`src/rtl/sumador_pkg.sv`:
```
// Shared types and constants for the nibble-serial add/subtract sequencer.
package sumador_pkg;

  typedef enum logic [1:0] {
    IDLE,
    CALC,
    FIN
  } estado_t;

  localparam int unsigned NIBBLE_W = 4;
  localparam logic        OP_SUMA  = 1'b0;
  localparam logic        OP_RESTA = 1'b1;

endpackage

```
`src/rtl/sumador_4b.sv`:
```
// Purely combinational 4-bit adder slice with carry in/out.
module sumador_4b
  import sumador_pkg::*;
(
  input  logic [NIBBLE_W-1:0] a,
  input  logic [NIBBLE_W-1:0] b,
  input  logic                cin,
  output logic [NIBBLE_W-1:0] y,
  output logic                cout
);

  logic [NIBBLE_W:0] w_full;

  assign w_full    = {1'b0, a} + {1'b0, b} + {{NIBBLE_W{1'b0}}, cin};
  assign {cout, y} = w_full;

endmodule

```
`src/rtl/sumador_serie_ctrl.sv`:
```
// Nibble-serial wide add/subtract sequencer around one 4-bit slice.
// Optional signed-overflow output enabled by SUMADOR_SERIE_OVERFLOW_EN.
module sumador_serie_ctrl
  import sumador_pkg::*;
#(
  parameter int unsigned NIBBLES = 4
) (
  input  logic                    clk,
  input  logic                    reset,
  input  logic                    start,
  input  logic                    op,
  input  logic [4*NIBBLES-1:0]    a,
  input  logic [4*NIBBLES-1:0]    b,
  output logic                    busy,
  output logic                    done,
  output logic [4*NIBBLES-1:0]    y,
  output logic                    cout
`ifdef SUMADOR_SERIE_OVERFLOW_EN
  ,
  output logic                    ovf
`endif
);

  localparam int unsigned W        = NIBBLES * NIBBLE_W;
  localparam int unsigned CNT_W    = $clog2(NIBBLES + 1);
  localparam logic [CNT_W-1:0] LAST_CNT = CNT_W'(NIBBLES - 1);

  estado_t            r_state;
  logic [CNT_W-1:0]   r_cnt;
  logic               r_carry;
  logic               r_op;
  logic [W-1:0]       r_a;
  logic [W-1:0]       r_b;
  // Only the upper W-4 bits are kept; the newest nibble joins them on the fly.
  logic [W-NIBBLE_W-1:0] r_res;
  logic               r_busy;
  logic               r_done;
  logic [W-1:0]       r_y;
  logic               r_cout;
`ifdef SUMADOR_SERIE_OVERFLOW_EN
  logic               r_sa;
  logic               r_sbp;
  logic               r_ovf;
`endif

  logic [NIBBLE_W-1:0] w_b_nib;
  logic [NIBBLE_W-1:0] w_sum;
  logic                w_cout;
  logic [W-1:0]        w_res_next;

  // Subtract is a + ~b + 1; the +1 was preloaded into r_carry at start.
  assign w_b_nib    = (r_op == OP_RESTA) ? ~r_b[NIBBLE_W-1:0] : r_b[NIBBLE_W-1:0];
  assign w_res_next = {w_sum, r_res};

  sumador_4b u_slice (
    .a    (r_a[NIBBLE_W-1:0]),
    .b    (w_b_nib),
    .cin  (r_carry),
    .y    (w_sum),
    .cout (w_cout)
  );

  always_ff @(posedge clk) begin
    if (reset) begin
      r_state <= IDLE;
      r_cnt   <= '0;
      r_carry <= 1'b0;
      r_op    <= OP_SUMA;
      r_a     <= '0;
      r_b     <= '0;
      r_res   <= '0;
      r_busy  <= 1'b0;
      r_done  <= 1'b0;
      r_y     <= '0;
      r_cout  <= 1'b0;
`ifdef SUMADOR_SERIE_OVERFLOW_EN
      r_sa    <= 1'b0;
      r_sbp   <= 1'b0;
      r_ovf   <= 1'b0;
`endif
    end else begin
      case (r_state)
        IDLE: begin
          r_done <= 1'b0;
          if (start) begin
            r_a     <= a;
            r_b     <= b;
            r_op    <= op;
            r_carry <= op;
            r_cnt   <= '0;
            r_busy  <= 1'b1;
            r_state <= CALC;
`ifdef SUMADOR_SERIE_OVERFLOW_EN
            r_sa    <= a[W-1];
            r_sbp   <= op ? ~b[W-1] : b[W-1];
`endif
          end
        end
        CALC: begin
          r_a     <= r_a >> NIBBLE_W;
          r_b     <= r_b >> NIBBLE_W;
          r_res   <= w_res_next[W-1:NIBBLE_W];
          r_carry <= w_cout;
          r_cnt   <= r_cnt + CNT_W'(1);
          if (r_cnt == LAST_CNT) begin
            r_y     <= w_res_next;
            r_cout  <= w_cout;
            r_busy  <= 1'b0;
            r_done  <= 1'b1;
            r_state <= FIN;
`ifdef SUMADOR_SERIE_OVERFLOW_EN
            r_ovf   <= (r_sa == r_sbp) & (w_res_next[W-1] != r_sa);
`endif
          end
        end
        FIN: begin
          r_done  <= 1'b0;
          r_state <= IDLE;
        end
        default: begin
          r_busy  <= 1'b0;
          r_done  <= 1'b0;
          r_state <= IDLE;
        end
      endcase
    end
  end

  assign busy = r_busy;
  assign done = r_done;
  assign y    = r_y;
  assign cout = r_cout;
`ifdef SUMADOR_SERIE_OVERFLOW_EN
  assign ovf  = r_ovf;
`endif

endmodule

```
`config.mk`:
```
export PLATFORM = sky130hd
export DESIGN_NAME = sumador_serie_ctrl
export DESIGN_NICKNAME = d
export VERILOG_FILES = /design/src/rtl/sumador_pkg.sv /design/src/rtl/sumador_4b.sv /design/src/rtl/sumador_serie_ctrl.sv
export SDC_FILE = /design/constraint.sdc
export NUM_CORES = 1
export LEC_CHECK = 0
export BUFFER_PORTS_ARGS = -buffer_cell sky130_fd_sc_hd__clkbuf_2
export CORE_ASPECT_RATIO = 1.1
export CORE_MARGIN = 10
export CORE_UTILIZATION = 30
export CTS_CLUSTER_SIZE = 40
export DETAILED_ROUTE_END_ITERATION = 10
export SETUP_SLACK_MARGIN = 0.2
export SLEW_MARGIN = 30
export SYNTH_ARGS = -nofsm -noshare
export SYNTH_HDL_FRONTEND = slang
export SYNTH_HIERARCHICAL = 1
export SYNTH_SLANG_ARGS = --single-unit
export TNS_END_PERCENT = 1
```
`constraint.sdc`:
```
create_clock -name clk -period 2.4 [get_ports clk]
set_input_delay 0 -clock clk [delete_from_list [all_inputs] [get_ports clk]]
set_output_delay 0 -clock clk [all_outputs]
set_load 0.005 [all_outputs]
```
==> results of run 1 <==
==> cell usage after synthesis, types with 4 or more instances <==
cell and n:
o2bb2ai_1 24, nand2_1 58, mux2i_1 24, inv_1 6, xor2_1 4, dfxtp_1 70, buf_6 10, a21oi_2 11
a22o_1 9, ha_1 5, buf_2 4, a21oi_1 20
==> report_power, final <==
group	switching (mW)	internal [mW]
logic	0.155	0.160
registers	0.0423	1.22
clock network	0.451	0.642
==> metal layers <==
| metal | vias to the layer above | wire, um | part of all wire |
|---|---|---|---|
| met3 | 12 | 456 | 0.068 |
| met4 | 0 | 87 | 0.013 |
| met1 | 1064 | 2980 | 0.45 |
| met2 | 50 | 3170 | 0.47 |
| met5 | - | 0 | 0 |
| li1 | 1156 | - | - |
==> final cells by class <==
cell class / instances / area share
sequential: 70 / 0.370
clock buffer: 11 / 0.0399
clock inverter: 5 / 0.0214
inverter: 6 / 0.00593
multi-input combinational: 190 / 0.361
tap: 117 / 0.0385
timing repair buffer: 90 / 0.164
==> worst max-delay path: stages, from the launching register on <==
cell and delay, ns:
dfxtp_2 0.41, xor2_2 0.16, fa_1 0.21, inv_1 0.06, fa_1 0.40, nor2b_1 0.13
o21ai_0 0.08, nand2b_1 0.10, nor2_1 0.04, a221oi_1 0.29
==> cell families after synthesis <==
family / Yosys count
XOR/XNOR: 6
AND/OR/NAND/NOR: 77
AO/OA/AOI/OAI: 75
buffers and inverters: 26
flip-flops: 70
multiplexers: 25
adder cells (fa/ha/maj): 7
==> state kept, by name, summed over array words and instances, names as in the netlist <==
register  cells
r_carry       1
busy          1
r_res        12
r_cnt         3
cout          1
y            16
r_b          16
r_op          1
r_a          16
r_state       2
done          1
==> through the flow <==
step                      std cells  utilization
after floorplan                 286            -
after global placement          440        0.340
after detailed placement        440        0.340
after CTS                       489        0.399
after global routing            489        0.400
final                           489        0.400
==> timing repair <==
item,in CTS,in global routing
setup buffers,0,0
endpoints found under the hold margin,33,0
gates resized for setup,0,2
endpoints found under the setup margin,0,1
hold buffers,33,0
==> worst max path at each step <==
stage	start	to	cells after the start
final	r_op	r_carry	9
after floorplan	r_op	r_carry	10
after CTS	r_op	r_carry	9
after global placement	r_op	r_carry	9
after detailed placement	r_op	r_carry	9
after global routing	r_op	r_carry	9
==> results.md, run 1 <==
- Status: complete, no violations
- Total power: 2.67 mW
- Drt drc: 0
- Initial DRC Count: a little over 80
- CTS sink cnt: 70
- Via Count: roughly 2300
- Antenna violations before repair: 0
- Setup Skew: 0.0115 ns
- # setup viols final: 0
- Area of the multi-input gates: around 1400 um2
- Max_cap viols: 0
- Netlist cell types: 38
- Starting Density: 0.311
- DR WL/cell: roughly 14 um
- Area leader, netlist: dfxtp_1
- Mux share of post-synthesis cell area: 0.0852
- Final Cell Area: about 3800 um2
- Die footprint: around 14000 um2
- Hold Crit Depth: 3
- Worst-Skew Late Latency: between 0.3 and 0.4 ns
- Post-synthesis adder-cell area fraction: 0.0347
- Post-synth ARST share: 0
- Setup repair after global routing missed its margin: false
- Ys flop type: dfxtp_1
- Yosys warns: 6
- Setup Crit Path Kind: flip-flop to flip-flop
- Slew @ Worst Pin: 0.673 ns
- Synth top area share: 0.475
- CP Data Arrival Time: around 2.2 ns
- Capturing element type of the critical path: flip-flop
- Most frequent cells in the layout: dfxtp_1, nand2_1, clkbuf_2
- Data required, critical path: 2.65 ns
- Power density over cell area: 703 nW/um2
- Slew HR: 0.550
- CTS root buffer: clkbuf_8
- Core area: 9490 um2
- Routability Congestion: 0.723
- Final TNS setup: 0 ns
- Die X: approximately 110 um
- Main combinational cell family by area after synthesis: compound AO/OA/AOI/OAI gates
- Pin count of the biggest net entering global routing: 36
- Simple logic cell fraction of the synthesized area: 0.128
- First-pass DRT Iterations: 4
- Worst Path Max Fanout: 5
- Ant. Diodes: 0
- Vias per inst: about 4.7
- ANT nets after route: 0
- Post-synth EDFFs: 0
- Share of layout cells above drive strength 1: 0.258
- First-pass GRT wire length: ~11000 um
- Clock Path Buffers: 2
- Net Count, Synth: 329
- Clock transition at path regs: ~0.07 ns
- Seq/Total Area, Yosys: 0.475
- DP Wirelength: around 4400 um
- R2R setup slack: between 0.4 and 0.5 ns
- IO Count: 55
- Final worst-path cycle share: 0.826
- Final Hold Fails: 0
- Pleak: between 1.5 and 2 nW
- Mapped Cells: between 200 and 300
- Htree depth: 3
- Synthesized area: ~3000 um2
- Final nets: 410
- Placement-stage worst setup slack: 0.313 ns
- Final Critical Period: 1.98 ns
- R2R Path End: r_carry
- Chip Height: roughly 120 um
- IO buf count: 54
- GR Util met1: 0.114
- WHS: 0.0441 ns
- Commonest non-fill, non-tap cell in the layout: dfxtp_1
- GRT Max-Usage Layer: met2
- Placed inst area: between 3000 and 4000 um2
- Synth area leaders: dfxtp_1, mux2i_1, nand2_1, o2bb2ai_1, buf_6
- Synth Area per Inst: between 10 and 15 um2
- Vias in the first global route: between 2000 and 2500
- Gr ovfl total: 0
- Hold path startpoint: start
- Post-Synth XOR/XNOR Area: 0.0178
- Setup slack after layout: about 0.42 ns
- TritonCTS buffer count: 9
- Tot GR Track Use: 0.0985
- IR Drop Worst-Case VDD: 0.417 mV
- CTS tree: yes
- Compound-Gate Fraction of Synth Area: 0.196
- Global routing usage on met2: 0.160
- Fmax: 505 MHz
- Worst-case reg-to-reg path depth: 9
- Register bit count reported by yosys: 70
- Total Routed Length: 6690 um
- Register area: 1400 um2
- Max-slew violations: 0
- Hold Crit Class: primary input to flip-flop
- M3 GR Usage: 0.0414
- FF-to-FF Start: r_op
- Row Count: 37
- Synthesis-to-finish area growth: 28.6%
- Fill cell count: about 930
- Hold Path End: r_state[0]
- Type of origin of the critical path: flip-flop
No activity file was read; power rests on OpenSTA's default activity.
==> inputs of run 2 (changes only) <==
ABC_AREA = 1   (was default)
clock period = 2 ns   (was 2.4 ns; I/O delays follow)
==> run 2 against run 1 <==
Flip-flop and latch count unchanged. Global-route usage increased by 0.86 points. Synthesized cell count increased by 57%. Critical path depth decreased by 2. Routed wire length increased by 11%. Maximum frequency increased by 16%. Register-to-register slack got worse by 0.12 ns. Clock power increased by 6%. Non-clock buffer count increased by 2. First-iteration DRC count increased by 71%. Final cell count increased by 34%. Sequential power increased by 21%.
==> results.md, run 2 <==
- Worst-case reg-to-reg path depth: 7
- Setup repair after global routing missed its margin: true
- FF-to-FF Start: r_b[0]
- Top cells by count, synth: nand2_1, nor2_1, dfxtp_1, o21ai_0, inv_1
- Status: complete, no violations
- IO buf count: 54
- Register bit count reported by yosys: 70
- Setup Skew: roughly 0.0091 ns
- Final Hold Fails: 0
- Seq pwr share: 0.478
- Commonest non-fill, non-tap cell in the layout: nand2_1
- R2R Path End: r_res[9]
- Top Family by Delay on Critical Path: adder cells
- Synth Area per Inst: 6.83 um2
- Hold Crit Class: primary input to flip-flop
- Most frequent cells in the layout: nand2_1, nor2_1, dfxtp_1
- # setup viols final: 0
- CP Data Arrival Time: approximately 2 ns
- Net Sw Power: 0.858 mW
- Max-slew violations: 0
- Synth top area share: 0.456
- Ant. Diodes: 0
- Chip Height: roughly 130 um
- Count leader, synth: nand2_1
- Vias in the first global route: between 2000 and 3000
- Comb pwr share: 0.158
- Final nets: 573
- Core area: 9940 um2
- CTS tree: yes
- Post-synth ARST share: 0
- Antenna violations before repair: 0
- DR WL/cell: roughly 11 um
- Data required, critical path: approximately 2.3 ns
- Clock Path Buffers: 2
- Drt drc: 0
- Worst Path Max Fanout: 3
- Worst-Skew Late Latency: 0.35 ns
- Fill cell count: 1049
- Gr ovfl total: 0
- Seq/Total Area, Yosys: 0.456
- Final worst-path cycle share: 0.851
- Ys flop type: dfxtp_1
- Switching share of total power: 0.269
- R2R setup slack: ~0.30 ns
- Crit path cell chain: xor2_2, fa_2, inv_1, fa_2, inv_1, o21ai_0, nor2_1
- Synthesis-to-finish area growth: 29.6%
- Slew HR: 0.505
- Crit-path slowest cell: fa_2
- Buffers and inverters on the worst path: 2
- Setup Crit Path Kind: flip-flop to flip-flop
- Internal Power: about 2.3 mW
- WHS: between 0.01 and 0.015 ns
- First-pass DRT Iterations: 4
- Type of origin of the critical path: flip-flop
- Synthesized area: ~3100 um2
- Capturing element type of the critical path: flip-flop
- CTS sink cnt: 70
- Slowest stage delay, CP: about 0.42 ns
- Starting Density: 0.309
- Share of layout cells above drive strength 1: 0.168
- ANT nets after route: 0
- IR Drop Worst-Case VDD: around 0.44 mV
- Pin count of the biggest net entering global routing: 36
- Netlist cell types: 23
- Die X: between 100 and 150 um
- Critical Path Source: r_b[0]
- DP Wirelength: a little over 5000 um
- CTS root buffer: clkbuf_8
- Tot GR Track Use: 0.107
- Net Count, Synth: ~490
- Post-synth EDFFs: 0
- IO Count: 55
- Slew @ Worst Pin: roughly 0.74 ns
- Power density over cell area: between 800 and 900 nW/um2
- Synth area leaders: dfxtp_1, nand2_1, nor2_1, o21ai_0, inv_1
- Max_cap viols: 0
- Via Count: 2885
- Final Critical Period: between 1.5 and 2 ns
- Clock transition at path regs: 0.07 ns
- First-pass GRT wire length: around 13000 um
- Area leader, netlist: dfxtp_1
- Initial DRC Count: ~140
- Row Count: 38
- TritonCTS buffer count: 9
- Mapped Cells: between 400 and 500
- Total Routed Length: approximately 7500 um
- Htree depth: 3
- Yosys warns: 6
- Vias per inst: ~4.4
- Crit path capture: r_res[9]
- Fmax: between 500 and 600 MHz
- Critical Path Stages: 7
- Die footprint: between 10000 and 15000 um2
- Pleak: 1.93 nW
- Final TNS setup: 0 ns
- Clock network fraction of design power: 0.364
- Routability Congestion: around 0.76
==> run 2: changes by cell type in the layout (fill, tap and decap cells not counted), moves of 5 or more <==
cell,change
a21oi_1,-5
a21oi_2,-11
a22o_1,-9
inv_1,+29
mux2i_1,-24
nand2_1,+60
nand3_1,+5
nor2_1,+114
o21ai_0,+43
o2bb2ai_1,-24
==> run 2: repair_timing <==
| item | CTS | global route |
|---|---|---|
| endpoints found under the setup margin | 1 | 16 |
| hold buffers | 31 | 0 |
| pin swaps | 1 | 1 |
| gates resized for setup | 3 | 4 |
| buffers inserted | 0 | 1 |
| endpoints found under the hold margin | 30 | 0 |
==> run 2: layout make-up <==
type	count	area, um2	share of cell area
Clock buffer	12	155	0.0389
Clock inverter	4	45.0	0.0113
Inverter	39	146	0.0367
Multi-Input combinational cell	318	1440	0.361
Sequential cell	70	1400	0.352
Tap cell	120	150	0.0377
Timing Repair Buffer	92	646	0.162
==> run 2: worst min-delay path by stage <==
stage                     slack, ns   from      end  cells after the start
after floorplan                0.07  reset  r_a[15]                      1
after global placement         0.23  a[14]  r_a[14]                      3
after detailed placement       0.24  a[14]  r_a[14]                      3
after CTS                     0.007   b[1]   r_b[1]                      5
after global routing           0.04  reset     r_op                      2
final                          0.01   b[0]   r_b[0]                      5
==> run 2: routing by layer <==
layer / wire, um / track usage / part of all wire / vias to the layer above
met5: 0 / 0 / 0 / -
met4: 98 / 0.0376 / 0.013 / 0
met3: 461 / 0.0375 / 0.062 / 11
met2: 3580 / 0.182 / 0.48 / 57
met1: 3320 / 0.120 / 0.44 / 1287
li1: - / - / - / 1530
==> run 2: per-stage QoR <==
stage	util	instances	area (um2)	setup WS, ns	power (mW)
after floorplan	-	450	3080	0.228	1.89
after global placement	0.346	607	3440	0.265	2.00
after detailed placement	0.346	607	3440	0.184	2.01
after CTS	0.399	654	3970	0.214	3.23
after global routing	0.401	655	3990	0.191	3.39
final	0.401	655	3990	0.298	3.19
==> run 2: tightest hold or removal path: stages <==
cell      delay (ns)
clkbuf_2        0.07
nand2_1         0.04
o21ai_0         0.09
nor2_1          0.05
nor2_1          0.07
==> run 2: cell families (layout without fill, tap and decap cells) <==
logic type                 after synthesis  count (layout)  synth area share
adders and majority gates                7               7            0.0334
DFF                                     70              70             0.456
buffers and inverters                   62             147            0.0863
xor gates and xnor gates                 5               5            0.0142
AOI/OAI and AO/OA                       64              64             0.105
and+or+nand+nor                        242             242             0.305
==> run 2: power by group through the flow <==
stage | Combinational, mW | Sequential (mW) | Clock (mW)
6_report | 0.505 | 1.53 | 1.16
5_1_grt | 0.588 | 1.54 | 1.27
3_5_place_dp | 0.453 | 1.56 | 0
2_1_floorplan | 0.341 | 1.54 | 0
3_3_place_gp | 0.443 | 1.55 | 0
4_1_cts | 0.508 | 1.53 | 1.20
==> inputs of run 3 (changes only) <==
ABC_AREA = default   (was 1)
CORE_MARGIN = 2   (was 10)
==> run 3 against run 2 <==
Global-route usage grew 1.5 points. Flip-flop and latch count is the same. Clock power grew 19%. Sequential share of layout area grew 1.1 points. Via count shrank 21%. Critical endpoint is now r_carry.
==> results.md, run 3 (synthesis gave the netlist of run 1 again) <==
- Vias per inst: roughly 4.6
- Pin count of the biggest net entering global routing: 36
- Register area: around 1400 um2
- Power density over cell area: 849 nW/um2
- Share of layout cells above drive strength 1: 0.285
- Htree depth: 3
- First-pass DRT Iterations: 4
- CP Data Arrival Time: 2.04 ns
- Die X: 98.6 um
- Final Hold Fails: 0
- Drt drc: 0
- Via Count: about 2300
- Hold Crit Class: primary input to flip-flop
- Routability Congestion: around 0.70
- Die footprint: 10700 um2
- Starting Density: 0.313
- CTS root buffer: clkbuf_8
- Status: complete, no violations
- Slew @ Worst Pin: 0.862 ns
- Setup Crit Path Kind: flip-flop to flip-flop
- Clock transition at path regs: ~0.070 ns
- DP Wirelength: about 4000 um
- Vias in the first global route: between 2000 and 2500
- Core area: 9440 um2
- Most frequent cells in the layout: dfxtp_1, nand2_1, clkbuf_2
- Row Count: 37
- First-pass GRT wire length: 10600 um
- CTS tree: yes
- Final Cell Area: between 3000 and 4000 um2
- Tot GR Track Use: 0.122
- Type of origin of the critical path: flip-flop
- Antenna violations before repair: 0
- CTS sink cnt: 70
- # setup viols final: 0
- Data required, critical path: around 2.2 ns
- IO Count: between 50 and 60
- Total power: 3.29 mW
- Max-slew violations: 0
- Capturing element type of the critical path: flip-flop
- Worst-Skew Late Latency: 0.34 ns
- Final worst-path cycle share: 0.901
- Setup repair after global routing missed its margin: true
- Chip Height: roughly 110 um
- Inst Count DP: 440
- Final Critical Period: approximately 1.8 ns
- DR WL/cell: ~13 um
- Initial DRC Count: 96
- Synthesis-to-finish area growth: 31.1%
- Fill cell count: around 940
- Clock Path Buffers: 2
- Non-filler cells, final: 493
- Final TNS setup: 0 ns
- Final nets: a little over 400
- IR Drop Worst-Case VDD: about 0.48 mV
- Commonest non-fill, non-tap cell in the layout: dfxtp_1
- Worst Path Max Fanout: 3
- IO buf count: 54
- Ant. Diodes: 0
- Fmax: around 550 MHz
- WHS: approximately 0.017 ns
- Slew HR: 0.424
- ANT nets after route: 0
- TritonCTS buffer count: 9
- Setup Skew: between 0.01 and 0.015 ns
- Gr ovfl total: 0
- Max_cap viols: 0
- Pleak: between 1.5 and 2 nW
- Total Routed Length: roughly 6300 um
- Placed inst area: approximately 3200 um2
- Area of the multi-input gates: about 1400 um2
run 3: cell count changes in the layout (fill, tap and decap cells not counted), moves of 11 or more:
cell       change
a21oi_2       +11
nand2_1       -60
o2bb2ai_1     +24
o21ai_0       -44
mux2i_1       +24
nor2_1       -114
inv_1         -31
run 3: worst paths after layout:
kind	startpoint	endpoint	slack (ns)	cells past startpoint
worst max-delay path	r_op	r_carry	0.20	9
worst min-delay path	op	r_op	0.02	3
worst max register to register	r_op	r_carry	0.20	9
worst min register to register	y[0]	y[0]	0.46	2
run 3: power by group:
group,internal (mW),switching (mW),total (mW)
Combinational,0.203,0.192,0.394
Clock,0.860,0.517,1.38
Sequential,1.46,0.0538,1.52
Total,2.53,0.763,3.29
run 3: final cells by class:
| type | instances | share of cell area |
|---|---|---|
| timing repair buffer | 95 | 0.170 |
| inverter | 6 | 0.00582 |
| clock inverter | 5 | 0.0275 |
| sequential | 70 | 0.363 |
| clock buffer | 10 | 0.0355 |
| tap | 117 | 0.0378 |
| multi-input combinational | 190 | 0.360 |
run 3: worst max-delay path, stage by stage (launching register included):
cell	delay, ns
dfxtp_4	0.36
xor2_2	0.15
fa_2	0.23
inv_2	0.04
fa_2	0.33
nor2b_1	0.12
o21ai_1	0.07
nand2b_1	0.09
nor2_1	0.05
a221oi_1	0.28
run 3: routing by layer:
metal | GRT usage | vias to the layer above | part of all wire
li1 | - | 1167 | -
met1 | 0.144 | 1056 | 0.46
met3 | 0.0349 | 6 | 0.041
met2 | 0.214 | 57 | 0.49
met5 | 0 | - | 0
met4 | 0.0391 | 0 | 0.0078
run 3: timing repair:
item	in CTS	in global routing
hold buffers	32	0
gates resized for setup	5	3
setup endpoints to repair	1	7
buffers inserted	5	1
pin swaps	4	4
hold endpoints to repair	32	0
run 3: through the flow:
step	utilization	setup WS [ns]
floorplan	-	0.206
detailed placement	0.343	0.0412
CTS	0.407	0.171
finish	0.410	0.198
global placement	0.343	0.0968
global route	0.410	0.0511
